===== src/rtl/bcd_pkg.sv =====
// Shared types and constants for the 7-bit binary to two-digit BCD converter.
// Saturation constants are applied only when BCD_SATURATE_EN is defined.
package bcd_pkg;

  localparam int         IN_W_DEF   = 7;
  localparam int         ITER_CNT_W = 3;
  localparam logic [3:0] SAT_TENS   = 4'd9;
  localparam logic [3:0] SAT_ONES   = 4'd9;

  typedef enum logic [1:0] {
    IDLE  = 2'd0,
    SHIFT = 2'd1,
    DONE  = 2'd2
  } state_t;

endpackage


===== src/rtl/bcd_add3.sv =====
// Double-dabble nibble corrector: a BCD nibble of 5 or more gets 3 added
// so that the following left shift carries into the next decimal digit.
module bcd_add3 (
  input  logic [3:0] nib,
  output logic [3:0] adj
);

  assign adj = (nib >= 4'd5) ? nib + 4'd3 : nib;

endmodule


===== src/rtl/bcd_digit_conv.sv =====
// Sequential binary-to-BCD converter (shift-and-add-3) driving a two-digit
// display. Define BCD_SATURATE_EN to show 9,9 for inputs above 99.
module bcd_digit_conv
  import bcd_pkg::*;
#(
  parameter int IN_W = IN_W_DEF
) (
  input  logic            clk,
  input  logic            reset,
  input  logic            start,
  input  logic [IN_W-1:0] din,
  output logic            busy,
  output logic            done,
  output logic [3:0]      tens,
  output logic [3:0]      ones,
  output logic            ovf
);

`ifdef BCD_SATURATE_EN
  localparam bit SAT_EN = 1'b1;
`else
  localparam bit SAT_EN = 1'b0;
`endif

  localparam logic [ITER_CNT_W-1:0] LAST_ITER = ITER_CNT_W'(IN_W - 1);

  state_t                  state_reg, state_next;
  logic [ITER_CNT_W-1:0]   cnt_reg;
  logic [9:0]              bcd_reg;   // {hundreds[1:0], tens[3:0], ones[3:0]}
  logic [IN_W-1:0]         bin_reg;
  logic [3:0]              tens_reg, ones_reg;
  logic                    ovf_reg, done_reg;
  logic [7:0]              adj_bcd;
  logic [IN_W+9:0]         shift_next;
  logic                    hund_nz;

  genvar gi;
  generate
    for (gi = 0; gi < 2; gi++) begin : g_nib
      bcd_add3 u_add3 (
        .nib (bcd_reg[gi*4 +: 4]),
        .adj (adj_bcd[gi*4 +: 4])
      );
    end
  endgenerate

  // Hundreds never exceeds 1 for a 7-bit input, so it needs no corrector.
  assign shift_next = {bcd_reg[8], adj_bcd, bin_reg, 1'b0};
  assign hund_nz    = |bcd_reg[9:8];

  always_ff @(posedge clk or posedge reset) begin
    if (reset) begin
      state_reg <= IDLE;
    end else begin
      state_reg <= state_next;
    end
  end

  always_comb begin
    state_next = state_reg;
    case (state_reg)
      IDLE:    if (start) state_next = SHIFT;
      SHIFT:   if (cnt_reg == LAST_ITER) state_next = DONE;
      DONE:    state_next = IDLE;
      default: state_next = IDLE;
    endcase
  end

  always_comb begin
    busy = 1'b0;
    case (state_reg)
      SHIFT, DONE: busy = 1'b1;
      default:     busy = 1'b0;
    endcase
  end

  always_ff @(posedge clk or posedge reset) begin
    if (reset) begin
      cnt_reg  <= '0;
      bcd_reg  <= '0;
      bin_reg  <= '0;
      tens_reg <= '0;
      ones_reg <= '0;
      ovf_reg  <= 1'b0;
      done_reg <= 1'b0;
    end else begin
      done_reg <= 1'b0;
      case (state_reg)
        IDLE: begin
          if (start) begin
            bcd_reg <= '0;
            bin_reg <= din;
            cnt_reg <= '0;
          end
        end
        SHIFT: begin
          bcd_reg <= shift_next[IN_W+9:IN_W];
          bin_reg <= shift_next[IN_W-1:0];
          cnt_reg <= cnt_reg + 1'b1;
        end
        DONE: begin
          // Display registers change only here, so no partial result is shown.
          tens_reg <= (SAT_EN && hund_nz) ? SAT_TENS : bcd_reg[7:4];
          ones_reg <= (SAT_EN && hund_nz) ? SAT_ONES : bcd_reg[3:0];
          ovf_reg  <= hund_nz;
          done_reg <= 1'b1;
        end
        default: ;
      endcase
    end
  end

  assign done = done_reg;
  assign tens = tens_reg;
  assign ones = ones_reg;
  assign ovf  = ovf_reg;

endmodule


===== config.mk =====
export PLATFORM = sky130hd
export DESIGN_NAME = bcd_digit_conv
export DESIGN_NICKNAME = d
export VERILOG_FILES = /design/src/rtl/bcd_pkg.sv /design/src/rtl/bcd_add3.sv /design/src/rtl/bcd_digit_conv.sv
export SDC_FILE = /design/constraint.sdc
export NUM_CORES = 1
export LEC_CHECK = 0
export ABC_AREA = 1
export BUFFER_PORTS_ARGS = -buffer_cell sky130_fd_sc_hd__buf_2
export CAP_MARGIN = 10
export CORE_UTILIZATION = 35
export CTS_CLUSTER_DIAMETER = 100
export DETAILED_ROUTE_END_ITERATION = 16
export PLACE_DENSITY = 0.49
export SYNTH_ARGS = -nofsm -noshare
export SYNTH_HDL_FRONTEND = slang
export SYNTH_SLANG_ARGS = --single-unit
export TNS_END_PERCENT = 10

===== constraint.sdc =====
create_clock -name clk -period 1.7 [get_ports clk]
set_input_delay 0.34 -clock clk [delete_from_list [all_inputs] [get_ports clk]]
set_output_delay 0.34 -clock clk [all_outputs]
set_load 0.01 [all_outputs]

# Word level (Yosys, flattened, before mapping)
# Index checks and enable logic that the tools add are counted.
# classes
addsub	3
magnitude_cmp	2
n_eq_ne	5
muxes	13
n_reduce_logical	6
# ops
op	count
$pmux W10 S2	1
$pmux W7 S2	1
$mux W10	1
$add A4 B2 Y4 const B	2
$ge A4 B3 Y1 const B	2
$mux W4	2
$mux W7	1
$pmux W3 S2	1
$mux W2	2
$ne A2 B2 Y1 const B	2
$pmux W2 S2	1
$reduce_and A2 Y1	2
$reduce_or A2 Y1	2
$add A3 B1 Y3 const B	1
$eq A3 B3 Y1 const B	1
$mux W3	1
$eq A2 B1 Y1 const B	1
$eq A2 B2 Y1 const B	1
$logic_not A2 Y1	1
$mux W1	2
$reduce_bool A2 Y1	1
# word_totals
regBits	32
elab_cells	37

# Longest topological paths before layout
# depth
depth_word	3
mapped_depth	9
mapped_depth_nobuf	8

# Cells and area by module
# Synthesis repeated with hierarchy kept, for this count alone.
# hier_totals
cells_unflattened	202
area_unflattened_um2	1682.9
# modules_own_cells
module	instances	cells_each	area_per_inst_um2
bcd_digit_conv	1	156	1412.6
bcd_add3	2	23	135.1

# Least setup slack after synthesis
# Ideal clock, no wire load.
# synth_timing
kind	register to register
from	register state_reg[1]
to	register cnt_reg[2]
setup_time_ns	0.117
arrival_time_ns	1.239
setup_slack_ns	0.344
path_stages_with_launch	10
synth_period_minus_slack_ns	1.356
cell_sequence	dfrtp_1 -> inv_1 -> ha_1 -> buf_4 -> inv_2 -> o21ai_4 -> buf_12 -> nand2_1 -> nand2_1 -> nor2_2
# synth_via
elab_chain_cells	3
word_cells_on_any_way	6
cone_classes	eq/ne: 2; mux: 1; reduce/logical: 3
# synth_lines
element	line_no	rtl
start: declaration	bcd_digit_conv.sv:27	state_t state_reg, state_next;
start signal: assignment	bcd_digit_conv.sv:55	state_reg <= state_next;
$eq A2 B1 Y1 or $logic_not A2 Y1 (tied branches)	bcd_digit_conv.sv:88	case (state_reg)
$reduce_bool A2 Y1 (no line) or $ne A2 B2 Y1 (tied branches)	--	
$reduce_and A2 Y1 (no line)	--	
end signal: assignment	bcd_digit_conv.sv:99	cnt_reg <= cnt_reg + 1'b1;
end: declaration	bcd_digit_conv.sv:28	logic [ITER_CNT_W-1:0] cnt_reg;
# Parallel ways exist; a longest one is shown, timed or not.
# A chain may end at the register's enable or synchronous reset.

# Worst setup path after layout
# layout_timing
from	register state_reg[0]
to	output busy
# layout_via
elab_chain_cells	3
word_cells_on_any_way	4
cone_classes	eq/ne: 2; mux: 1; reduce/logical: 1
# layout_lines
element	line_no	rtl
$eq A2 B1 Y1 or $eq A2 B2 Y1 (tied branches)	bcd_digit_conv.sv:71	case (state_reg)
$reduce_or A2 Y1 *	bcd_digit_conv.sv:71	
$mux W1 *	bcd_digit_conv.sv:71	
end: declaration	bcd_digit_conv.sv:12	output logic busy,
# Every way passes the cells marked *; elsewhere a longest branch is shown, timed or not.

==> impl_metrics.toml <==
[setup_path]
crit_path_start_kind = "register"
crit_path_end_kind = "primary output"
path_buf_inv = 2
crit_required_ns = 1.36
r2r-end = "bin_reg[2]$_DFFE_PP0P_"
reg2reg_depth = 7
crit_chain = "inv_1 > ha_2 > buf_2"
critPathMaxFanout = 3
max_stage_delay_ns = 0.38
arrival_ns = 1.19
r2r_start = "state_reg[1]$_DFFE_PP0P_"
reg2reg_slack_ns = 0.19
cp_slowest_cell = "dfrtp_1"
crit_family = "flip-flops"
critical_path_class = "register to primary output"

[synthesis]
synth_top_area_frac = 0.497
synth_edf_count = 0
ys_ff_latch = 32
ys_seq_area_frac = 0.497
synthArstFlopShare = 1.00
syn-cell-area_um2 = 1610
avgSynthCellArea_um2 = 8.81
yosys_warnings = 0
synthFlopType = "dfrtp_1"
synth.largest_area_cell = "dfrtp_1"
synth_common_cells = "nand2_1 (43), dfrtp_1 (32), inv_1 (20)"
synth.distinct_cells = 24
synth_fp_nets = 202
synth_most_common_cell = "nand2_1"
synthTopCellsByArea = "dfrtp_1 (50%), nand2_1 (10%), ha_1 (7.0%)"
synthCells = 183

[power]
p_per_area_nw_per_um2 = 2060
leakagePower_uw = 0.000949
ir_drop_uv = 783

[cells_and_area]
fin_area_um2 = 1880
largest_reg_flops = 10
syn2layout_area_growth_pct = 16.6
final_layout_size_suffix_gt1_frac = 0.218
antenna_cells = 0
final_nets = 229

[clock_tree]
path_clk_slew_ns = 0.07
cts_tree = "yes"
cts_buffer_depth = 2
cts.sinks = 32
cts_buffers = 5
cts_max_level = 2
cts_root_buf = "clkbuf_8"
worstSkewPairLatency_ns = 0.28

[route]
dr_total_vias = 1256
wl_um = 3120
antenna_left = 0
drtIter0Drc = 132
viasPerCell = 4.78
drc_errors = 0
wire_per_inst_um = 11.9
firstDrtPassIters = 4

[sta]
fmax_mhz = 655
setup_viol = 0
finalHoldViolCount = 0
worstMarginPinSlew_ns = 0.426
fin_worst_skew_ns = 0.00777
finalSetupTns_ns = 0
slew_viol_final = 0
fin_crit_ns = 1.53
fin_crit_sh = 0.898
max_slew_margin = 0.716
rsz0062_at_grt = "no"

[floorplan]
die_area_um2 = 4880
dieHeight_um = 69.9
core-area_um2 = 4380
rows = 24
chipWidth_um = 69.9
pin_count = 21
initial_core_util = 0.368

[grt]
grt_antenna_before_repair = 0
grt-ovfl-total = 0
groute.usage.overall = 0.137
grt_max_degree = 33
grt_pass1_wl_um = 5200
grt_pass1_vias = 1180

[hold_path]
hold_class = "input pin to asynchronous set/reset pin"

[place]
place_congestion = 0.778
hpwl_um = 2260
port_buffers = 20
dpl_cell_area_um2 = 1770

[outcome]
status = "complete, no violations"

[flow_run]
maxCapViolations = 0
worst max path at each step:
stage                                        start                endpoint  slack (ns)  cells past startpoint
after floorplan           state_reg[1]$_DFFE_PP0P_  cnt_reg[2]$_DFFE_PP0P_        0.34                      9
after global placement    state_reg[0]$_DFFE_PP0P_  bin_reg[2]$_DFFE_PP0P_        0.22                      7
after detailed placement  state_reg[0]$_DFFE_PP0P_  bin_reg[2]$_DFFE_PP0P_        0.14                      7
after CTS                 state_reg[0]$_DFFE_PP0P_  bin_reg[2]$_DFFE_PP0P_        0.13                      7
after global routing      state_reg[1]$_DFFE_PP0P_  cnt_reg[1]$_DFFE_PP0P_        0.05                      7
final                     state_reg[0]$_DFFE_PP0P_                    busy        0.17                      3
final cells by class:
cell class	count	area, um2
clock inverters	3	42.5
well taps	52	65.1
fillers	441	2500
inverters	21	78.8
multi-input cells	124	679
repair buffers	26	145
flip-flops and latches	32	801
clock buffers	5	68.8
stage by stage:
stage / hold WS [ns] / setup WS, ns / std cells / utilization / total power (uW)
6_report: 0.125 / 0.173 / 263 / 0.429 / 3880
5_1_grt: 0.166 / 0.0506 / 263 / 0.429 / 4240
4_1_cts: 0.138 / 0.128 / 263 / 0.428 / 3930
3_5_place_dp: 0.449 / 0.139 / 255 / 0.403 / 3190
3_3_place_gp: 0.445 / 0.217 / 255 / 0.403 / 3140
2_1_floorplan: 0.450 / 0.344 / 183 / - / 2760
layout by cell type, fill, tap and decap left out, types with 5 or more instances in the layout:
cell type / instances
nand2_1: 43
inv_1: 20
dfrtp_1: 32
buf_2: 20
a21oi_1: 9
nand3_1: 11
clkbuf_8: 5
nor2_1: 18
o21ai_0: 11
ha_1: 8
buf_4: 6
cells by family after synthesis:
kind of cell / share of synthesized area
simple gates: 0.199
compound gates: 0.144
flops: 0.497
buf+inv: 0.0838
fa+ha+maj: 0.0698
mux: 0.00698
tightest hold or removal path: stages:
cell and delay (ns):
buf_2 0.09, inv_1 0.04, buf_4 0.35
where the power goes:
part	leakage [uW]	internal (uW)	total, uW	switching, uW
Combinational	0.000503	722	1850	1130
Clock	0.0000541	433	715	281
Sequential	0.000392	1120	1320	202
routing by layer:
layer	track usage	up-vias	share of wire	wire, um
li1	-	646	-	-
met1	0.157	571	0.47	1470
met2	0.232	30	0.47	1460
met3	0.0462	9	0.039	122
met4	0.0600	0	0.021	65
met5	0	-	0	0
timing repair:
item                                    4_1_cts  5_1_grt
hold buffers                                  0        0
setup buffers                                 0        0
endpoints found under the setup margin        0        1
gates resized for setup                       0        1
No activity file was read; power rests on OpenSTA's default activity.
